**src/rtl/ram_alu_seq.sv**
```systemverilog
`default_nettype none
// ============================================================================
// Module   : ram_alu_seq
// Purpose  : Register-mapped sequential ALU. The host writes operands X and Y,
//            then issues START. op0 computes X*X - Y*Y (mod 2^(2W)) in one
//            cycle. ops 1-3 run a W-cycle restoring divider:
//              op1 = X mod Y, op2 = X / Y, op3 = X mod (X-Y).
//            Result and status are read back through the same address port.
// Ports    : clk   - clock, rising edge
//            rst   - asynchronous active-high reset
//            e     - block enable (gates w and r)
//            op    - operation select, sampled at START
//            DIn   - write data (W bits)
//            addr  - register address: 0=X, 1=Y, 2=START/result, 3=status
//            w, r  - write / read strobes
//            DOut  - registered read data (2W bits)
//            busy  - operation in progress
//            done  - one-cycle completion pulse
// Options  : ALU_AUTOSTART_EN - when defined, an accepted write to Y while
//            idle also starts the operation with the newly written Y.
// Revision : 1.0 - initial release
// ============================================================================
module ram_alu_seq #(
    parameter int W = 16
) (
    input  logic             clk,
    input  logic             rst,
    input  logic             e,
    input  logic [1:0]       op,
    input  logic [W-1:0]     DIn,
    input  logic [1:0]       addr,
    input  logic             w,
    input  logic             r,
    output logic [2*W-1:0]   DOut,
    output logic             busy,
    output logic             done
);

    localparam int                 c_CNT_W = (W > 1) ? $clog2(W) : 1;
    localparam logic [c_CNT_W-1:0] c_LAST  = c_CNT_W'(W - 1);
    localparam logic [c_CNT_W-1:0] c_ONE   = c_CNT_W'(1);

    typedef enum logic [1:0] {
        S_IDLE = 2'd0,
        S_CALC = 2'd1,
        S_DIV  = 2'd2,
        S_DONE = 2'd3
    } state_t;

    state_t               r_state;
    state_t               w_state_nxt;

    logic [W-1:0]         r_x;
    logic [W-1:0]         r_y;
    logic [W-1:0]         r_ax;       // operands latched at START
    logic [W-1:0]         r_ay;
    logic [1:0]           r_op;
    logic [2*W-1:0]       r_result;
    logic                 r_ovr;
    logic                 r_dz;
    logic [1:0]           r_lastop;
    logic [2*W-1:0]       r_dout;
    logic                 r_busy;
    logic                 r_done;

    logic [W-1:0]         r_rem;      // partial remainder
    logic [W-1:0]         r_quo;      // dividend shifts out, quotient shifts in
    logic [W-1:0]         r_div;      // divisor
    logic [c_CNT_W-1:0]   r_cnt;

    logic                 w_wr;
    logic                 w_idle;
    logic                 w_start_a2;
    logic                 w_start_y;
    logic                 w_start;
    logic [W-1:0]         w_d;
    logic                 w_dz;
    logic [2*W-1:0]       w_xe;
    logic [2*W-1:0]       w_ye;
    logic [2*W-1:0]       w_sq;
    logic [W:0]           w_shift;
    logic [W:0]           w_trial;
    logic                 w_ge;
    logic [W-1:0]         w_rem_nxt;
    logic [W-1:0]         w_quo_nxt;
    logic [2*W-1:0]       w_status;

    // ------------------------------------------------------------------------
    // Host decode. DONE counts as idle so back-to-back STARTs are accepted.
    // ------------------------------------------------------------------------
    assign w_wr       = e & w;
    assign w_idle     = (r_state == S_IDLE) || (r_state == S_DONE);
    assign w_start_a2 = w_wr && (addr == 2'd2) && w_idle;
`ifdef ALU_AUTOSTART_EN
    assign w_start_y  = w_wr && (addr == 2'd1) && w_idle;
`else
    assign w_start_y  = 1'b0;
`endif
    assign w_start    = w_start_a2 | w_start_y;

    // ------------------------------------------------------------------------
    // Datapath combinational logic
    // ------------------------------------------------------------------------
    assign w_d  = (r_op == 2'd3) ? (r_ax - r_ay) : r_ay;
    assign w_dz = (w_d == '0);

    // X*X - Y*Y == (X+Y)*(X-Y); evaluated at 2W bits so it wraps naturally.
    assign w_xe = {{W{1'b0}}, r_ax};
    assign w_ye = {{W{1'b0}}, r_ay};
    assign w_sq = (w_xe + w_ye) * (w_xe - w_ye);

    // One restoring step. Since rem < div, the trial difference fits in W
    // bits whenever it is non-negative; bit W is the borrow.
    assign w_shift   = {r_rem, r_quo[W-1]};
    assign w_trial   = w_shift - {1'b0, r_div};
    assign w_ge      = ~w_trial[W];
    assign w_rem_nxt = w_ge ? w_trial[W-1:0] : w_shift[W-1:0];
    assign w_quo_nxt = {r_quo[W-2:0], w_ge};

    assign w_status  = {{(2*W-5){1'b0}}, r_lastop, r_ovr, r_dz, r_busy};

    // ------------------------------------------------------------------------
    // FSM next-state logic
    // ------------------------------------------------------------------------
    always_comb begin
        w_state_nxt = r_state;
        case (r_state)
            S_IDLE: begin
                if (w_start) w_state_nxt = S_CALC;
            end
            S_CALC: begin
                if (r_op == 2'd0 || w_dz) w_state_nxt = S_DONE;
                else                      w_state_nxt = S_DIV;
            end
            S_DIV: begin
                if (r_cnt == c_LAST) w_state_nxt = S_DONE;
            end
            S_DONE: begin
                w_state_nxt = w_start ? S_CALC : S_IDLE;
            end
            default: w_state_nxt = S_IDLE;
        endcase
    end

    // ------------------------------------------------------------------------
    // FSM state register; busy/done are registered from the next state
    // ------------------------------------------------------------------------
    always_ff @(posedge clk or posedge rst) begin
        if (rst) begin
            r_state <= S_IDLE;
            r_busy  <= 1'b0;
            r_done  <= 1'b0;
        end else begin
            r_state <= w_state_nxt;
            r_busy  <= (w_state_nxt == S_CALC) || (w_state_nxt == S_DIV);
            r_done  <= (w_state_nxt == S_DONE);
        end
    end

    // ------------------------------------------------------------------------
    // Registers, datapath and read port
    // ------------------------------------------------------------------------
    always_ff @(posedge clk or posedge rst) begin
        if (rst) begin
            r_x      <= '0;
            r_y      <= '0;
            r_ax     <= '0;
            r_ay     <= '0;
            r_op     <= '0;
            r_result <= '0;
            r_ovr    <= 1'b0;
            r_dz     <= 1'b0;
            r_lastop <= '0;
            r_dout   <= '0;
            r_rem    <= '0;
            r_quo    <= '0;
            r_div    <= '0;
            r_cnt    <= '0;
        end else begin
            // Operand writes are dropped while an operation is running.
            if (w_wr && addr == 2'd0) begin
                if (r_busy) r_ovr <= 1'b1;
                else        r_x   <= DIn;
            end
            if (w_wr && addr == 2'd1) begin
                if (r_busy) r_ovr <= 1'b1;
                else        r_y   <= DIn;
            end

            if (w_start) begin
                r_ax  <= r_x;
                r_ay  <= w_start_y ? DIn : r_y;
                r_op  <= op;
                r_ovr <= 1'b0;
                r_dz  <= 1'b0;
            end

            case (r_state)
                S_CALC: begin
                    if (r_op == 2'd0) begin
                        r_result <= w_sq;
                    end else if (w_dz) begin
                        r_dz     <= 1'b1;
                        r_result <= (r_op == 2'd2) ? {{W{1'b0}}, {W{1'b1}}}
                                                   : {{W{1'b0}}, r_ax};
                    end else begin
                        r_rem <= '0;
                        r_quo <= r_ax;
                        r_div <= w_d;
                        r_cnt <= '0;
                    end
                end
                S_DIV: begin
                    r_rem <= w_rem_nxt;
                    r_quo <= w_quo_nxt;
                    r_cnt <= r_cnt + c_ONE;
                    if (r_cnt == c_LAST) begin
                        r_result <= (r_op == 2'd2) ? {{W{1'b0}}, w_quo_nxt}
                                                   : {{W{1'b0}}, w_rem_nxt};
                    end
                end
                default: ;
            endcase

            if (r_busy && w_state_nxt == S_DONE) r_lastop <= r_op;

            // Reads see register values from before this edge's updates.
            if (e && r) begin
                case (addr)
                    2'd0:    r_dout <= {{W{1'b0}}, r_x};
                    2'd1:    r_dout <= {{W{1'b0}}, r_y};
                    2'd2:    r_dout <= r_result;
                    default: r_dout <= w_status;
                endcase
            end
        end
    end

    assign DOut = r_dout;
    assign busy = r_busy;
    assign done = r_done;

endmodule
`default_nettype wire
```
**config.mk**
```make
export PLATFORM = sky130hd
export DESIGN_NAME = ram_alu_seq
export DESIGN_NICKNAME = d
export VERILOG_FILES = /design/src/rtl/ram_alu_seq.sv
export SDC_FILE = /design/constraint.sdc
export NUM_CORES = 1
export LEC_CHECK = 0
export BUFFER_PORTS_ARGS = -buffer_cell sky130_fd_sc_hd__buf_2
export CORE_MARGIN = 2
export CORE_UTILIZATION = 49
export DETAILED_ROUTE_END_ITERATION = 10
export PLACE_DENSITY_LB_ADDON = 0.3
export RECOVER_POWER = 25
export SETUP_SLACK_MARGIN = 0.2
export SYNTH_ARGS = -nofsm -noshare
export SYNTH_HDL_FRONTEND = slang
export SYNTH_SLANG_ARGS = --single-unit
```
**constraint.sdc**
```tcl
create_clock -name clk -period 10.4 [get_ports clk]
set_clock_uncertainty 0.1 [all_clocks]
set_input_delay 1.04 -clock clk [delete_from_list [all_inputs] [get_ports clk]]
set_output_delay 1.04 -clock clk [all_outputs]
set_load 0.05 [all_outputs]
```
Yosys cells after proc, flatten, opt, wreduce, memory -nomap -nowiden
Index checks and enable logic that the tools add are counted.
Storage, ports and cells
  flip-flop bits (word level): 190
  bits of input ports: 25
  logic and storage cells: 94
Cells by class
  add/sub/neg operators: 5
  multiply operators: 1
  equal/unequal tests: 15
  mux-type cells: 32
  bitwise gates (word level): 5
  reductions and logical operators: 19
Operators with widths (count)
  16-bit two-way mux: 8
  32-bit two-way mux: 3
  32-bit case mux with 3 select lines: 1
  16-bit case mux with 2 select lines: 2
  32-bit case mux with 2 select lines: 1
  18-bit by 17-bit multiplier with 32-bit output: 1
  16-bit by 16-bit adder with 17-bit output: 1
  16-bit by 16-bit subtractor with 17-bit output: 1
  17-bit by 16-bit subtractor with 17-bit output: 1
  16-bit zero test: 1
  16-bit subtractor: 1
  2-bit == test, second input constant: 7
  1-bit two-way mux: 11
  3-bit AND reduction: 3
  4-bit two-way mux: 2
  2-bit case mux with 4 select lines: 1
  4-bit case mux with 2 select lines: 1
  2-bit by 1-bit == test with 1-bit output, second input constant: 3
  1-bit logical AND: 6
  2-bit zero test: 3
  2-bit inequality test, second input constant: 3
  4-bit by 1-bit adder with 4-bit output, second input constant: 1
  4-bit == test, second input constant: 1
  2-bit two-way mux: 2
  other kinds (6): 12

Depth between registers and ports, before layout
  depth in word-level cells: 8
  gate-level depth with buffers: 33

Least setup slack after synthesis
Ideal clock, no wire load.
  path type: reg2reg
  from: reg r_ax[10]
  to: reg r_result[31]
  library setup time: 130 ps
  data arrival time: 7931 ps
  data required time: 10170 ps
  setup slack: 2239 ps
  cell stages (with the launch flop): 31
  path buffers: 2
  period minus slack after synthesis: 8161 ps
  path through: dfrtp_1 ha_1 buf_4 clkinv_1 a2111oi_0 o211ai_1 and3_1 or3_1 xnor2_1 clkbuf_1 nand2_1 fa_1 fa_1 inv_1 fa_1 fa_1 fa_1 inv_1 fa_1 inv_1 ha_1 a21o_1 a21oi_1 nor2b_1 a2111oi_0 o41a_1 o31ai_1 o41ai_1 o21ai_0 xnor2_1 o21ai_0
Between the ends
  longest elaborated chain between the ends: 5
  elaborated cells on any way between the ends: 10
RTL lines
  start: declaration: RTL line 55  | logic [W-1:0] r_ax;
  start signal: assignment: RTL line 191  | r_ax <= r_x;
  parallel branches: the longest is 5 deep, another holds 18-bit by 17-bit multiplier with 32-bit output
  end signal: assignment: RTL line 201  | r_result <= w_sq;
  end signal: assignment: RTL line 204  | r_result <= (r_op == 2'd2) ? {{W{1'b0}}, {W{1'b1}}}
  end signal: assignment: RTL line 218  | r_result <= (r_op == 2'd2) ? {{W{1'b0}}, w_quo_nxt}
  end: declaration: RTL line 58  | logic [2*W-1:0] r_result;
Parallel ways; which one is timed is not known.
A chain may end at the register's enable or synchronous reset.

Final worst setup path
  from: reg r_ax[3]
  to: reg r_result[31]
Same word-level chain as after synthesis.

==> impl_metrics.env <==
export IMPL_outcome="finished, violations left"
export IMPL_violations_in_the_final_reports="capacitance limit, slew limit"
export IMPL_yosys_register_bits=190
export IMPL_die_area_sq_um=43100
export IMPL_cts_root_to_sink_buffers=2
export IMPL_maxClockFrequency_ghz=0.107
export IMPL_maxCapViolations=1
export IMPL_tritoncts="done"
export IMPL_cp_data_required_time_ps=10620
export IMPL_synth_top_cell_area_share_pct=23.4
export IMPL_finalSetupTns_ps=0
export IMPL_placed_cells_incl_taps=2775
export IMPL_post_drt_wl_per_cell_microns=20.6
export IMPL_placementRows=74
export IMPL_synth_async_reset_ratio_pct=100
export IMPL_worstMarginPinSlew_ps=5280
export IMPL_ys_seq_area_share_pct=23.4
export IMPL_drt_first_pass_iters=6
export IMPL_critical_path_startpoint="r_ax[3]"
export IMPL_fin_cells=2807
export IMPL_dp_final_hpwl_microns=45200
export IMPL_clock_pin_slew_reported_for_the_worst_setup_and_hold_paths_after_clock_tree_synthesis_ps=70
export IMPL_antenna_found_initial=1
export IMPL_number_of_warnings_issued_by_yosys=0
export IMPL_drt_iter0_markers=1208
export IMPL_postSynth_topFlopCell="sky130_fd_sc_hd__dfrtp_1"
export IMPL_path_class="flip-flop to flip-flop"
export IMPL_hold_path_class="flip-flop to flip-flop"
export IMPL_num_antenna_cells=0
export IMPL_syn_inst=2234
export IMPL_final_min_clock_period_ps=9310
export IMPL_cts_sinks=190
export IMPL_cts_htree_levels=4
export IMPL_placeableCoreArea_sq_um=40900
export IMPL_multi_input_comb_area_sq_um=13900
export IMPL_root_buffer="sky130_fd_sc_hd__clkbuf_16"
export IMPL_period_share_pct=89.5
export IMPL_synth_edf_count=0
export IMPL_antenna_left=0
export IMPL_slowest_delay_ps=760
export IMPL_register_area_sq_um=4750
export IMPL_layout_core_utilization_pct=53.3
export IMPL_total_via_count_after_detailed_routing=16200
export IMPL_cp_bufs_invs=4
export IMPL_synth_cells_most_frequent="sky130_fd_sc_hd__inv_1, sky130_fd_sc_hd__nand2_1, sky130_fd_sc_hd__fa_1, sky130_fd_sc_hd__nor2_1, sky130_fd_sc_hd__dfrtp_1"
export IMPL_timing_hold_violations_final=0
export IMPL_synth_most_common_cell="sky130_fd_sc_hd__inv_1"
export IMPL_hp_start="r_result[17]"
export IMPL_postCtsSetupBuffers=0
export IMPL_synth_distinct_cells=84
export IMPL_effective_utilization_at_floorplan_pct=49.7
export IMPL_postSynthAreaPerCell_sq_um=9.10
export IMPL_grt_total_usage_pct=27.4
export IMPL_global_route_wire_length_before_repair_microns=92200
export IMPL_worst_path_dominant_cell_family="adder cells"
export IMPL_post_route_drc_count=0
export IMPL_final_nets=2678
export IMPL_finalMaxSlewViolations=121
export IMPL_synth_top_cell_by_area="sky130_fd_sc_hd__dfrtp_1"
export IMPL_grt_start_max_net_pins=121
export IMPL_data_arrival_at_the_endpoint_of_the_critical_path_ps=9520
export IMPL_fp_dieW_microns=208
export IMPL_post_cts_resize_count=0
export IMPL_gp_routability_congestion=0.978
export IMPL_timing_slew_headroom_pct=-254
export IMPL_synth_nets=2650
export IMPL_synthToLayoutAreaGrowth_pct=7.26
export IMPL_timing_critical_path_slowest_stage_cell="sky130_fd_sc_hd__xnor2_1"
export IMPL_worst_setup_sp_type="flip-flop"
export IMPL_grt_setup_unrepaired="false"
export IMPL_postCtsHoldBufs=0
export IMPL_die_height_microns=208
export IMPL_setup_violations=0
export IMPL_crit_path_max_fanout=13
export IMPL_synth_top_cells_by_area="sky130_fd_sc_hd__dfrtp_1, sky130_fd_sc_hd__fa_1, sky130_fd_sc_hd__ha_1"
export IMPL_grt_pass1_vias=16800
export IMPL_via_per_inst=5.78
export IMPL_placement_io_buffers=58
export IMPL_gr_total_overflow=0
export IMPL_wl_microns=57800
export IMPL_clk_insertion_delay_late_ps=440
export IMPL_fillcell_total=3717
export IMPL_regToRegStartpoint="r_ax[3]"
export IMPL_synth_area_sq_um=20300
export IMPL_drive_above_1_share_pct=9.93
export IMPL_number_of_top_level_pins=59
export IMPL_setup_worst_path_end_class="flip-flop"
export IMPL_cp_dominant_cell_by_count="sky130_fd_sc_hd__fa_1"
export IMPL_cts_buffers_inserted=17
cell usage in the layout, fill, tap and decap left out, drive strengths merged, types with 8 or more instances in the layout:
cell type    n
nor2b       16
nor3        26
dfrtp      190
o31ai       19
a21oi       99
a21o        31
a211oi      16
clkbuf      22
o211ai      12
nand4        8
nand2b      19
nor2       217
mux2        58
a22o        23
a31oi       11
ha         164
inv        339
nand3       17
o21a         9
fa         227
and2        16
o21bai       9
nand2      278
buf        100
o21ai      119
o22ai        8
mux2i       41
xor2        23
xnor2       63
per-stage QoR:
step                instance area (sq um)  worst slack [ps]  hold WS, ps
floorplan                           20300              2240          338
global placement                    21200              1350          354
detailed placement                  21200              1240          360
CTS                                 21800              1210          376
global route                        21800               637          414
finish                              21800              1090          373
routing by layer:
metal | track usage [%] | vias up | wire length [microns]
met3 | 4.64 | 161 | 4140
met1 | 36.0 | 8145 | 23600
li1 | - | 7326 | -
met4 | 11.7 | 2 | 2850
met2 | 44.9 | 592 | 27200
met5 | 0 | - | 13
state kept, by name (all words and copies together), names as in the netlist:
register	count
r_lastop	2
r_ovr	1
r_result	32
r_ax	16
r_quo	16
r_rem	16
r_ay	16
r_div	16
r_x	16
DOut	32
busy	1
r_op	2
r_y	16
r_cnt	4
done	1
r_dz	1
r_state	2
tightest hold or removal path: stages, from the launching register on:
cell and delay (ps):
sky130_fd_sc_hd__dfrtp_1 340, sky130_fd_sc_hd__nand2_1 50, sky130_fd_sc_hd__nand2_1 50
final cells by class:
type	count	area share (%)
tap	532	3.05
inverter	340	5.86
multi-input combinational	1613	63.7
clock inverter	10	0.585
sequential	190	21.8
timing repair buffer	100	2.78
clock buffer	22	2.17
final timing paths:
| path | endpoint | slack (ps) | cells past startpoint |
|---|---|---|---|
| worst max-delay path | r_result[31] | 1090 | 28 |
| worst min-delay path | r_result[17] | 370 | 2 |
| worst max register to register | r_result[31] | 1090 | 28 |
| worst min register to register | r_result[17] | 370 | 2 |
| max in group asynchronous | r_x[10] | 5450 | 3 |
| min in group asynchronous | r_result[26] | 2120 | 2 |
logic make-up after synthesis:
kind of cell	Yosys count	synth area share (%)
AND/OR/NAND/NOR	630	13.2
AO/OA/AOI/OAI	402	13.1
buffers and inverters	431	8.37
multiplexers	104	5.78
adder cells (fa/ha/maj)	391	32.4
XOR/XNOR	86	3.78
flip-flops	190	23.4
Power is not shown: default switching activity piles up to over one toggle a cycle in this logic, so the estimate is an artifact.
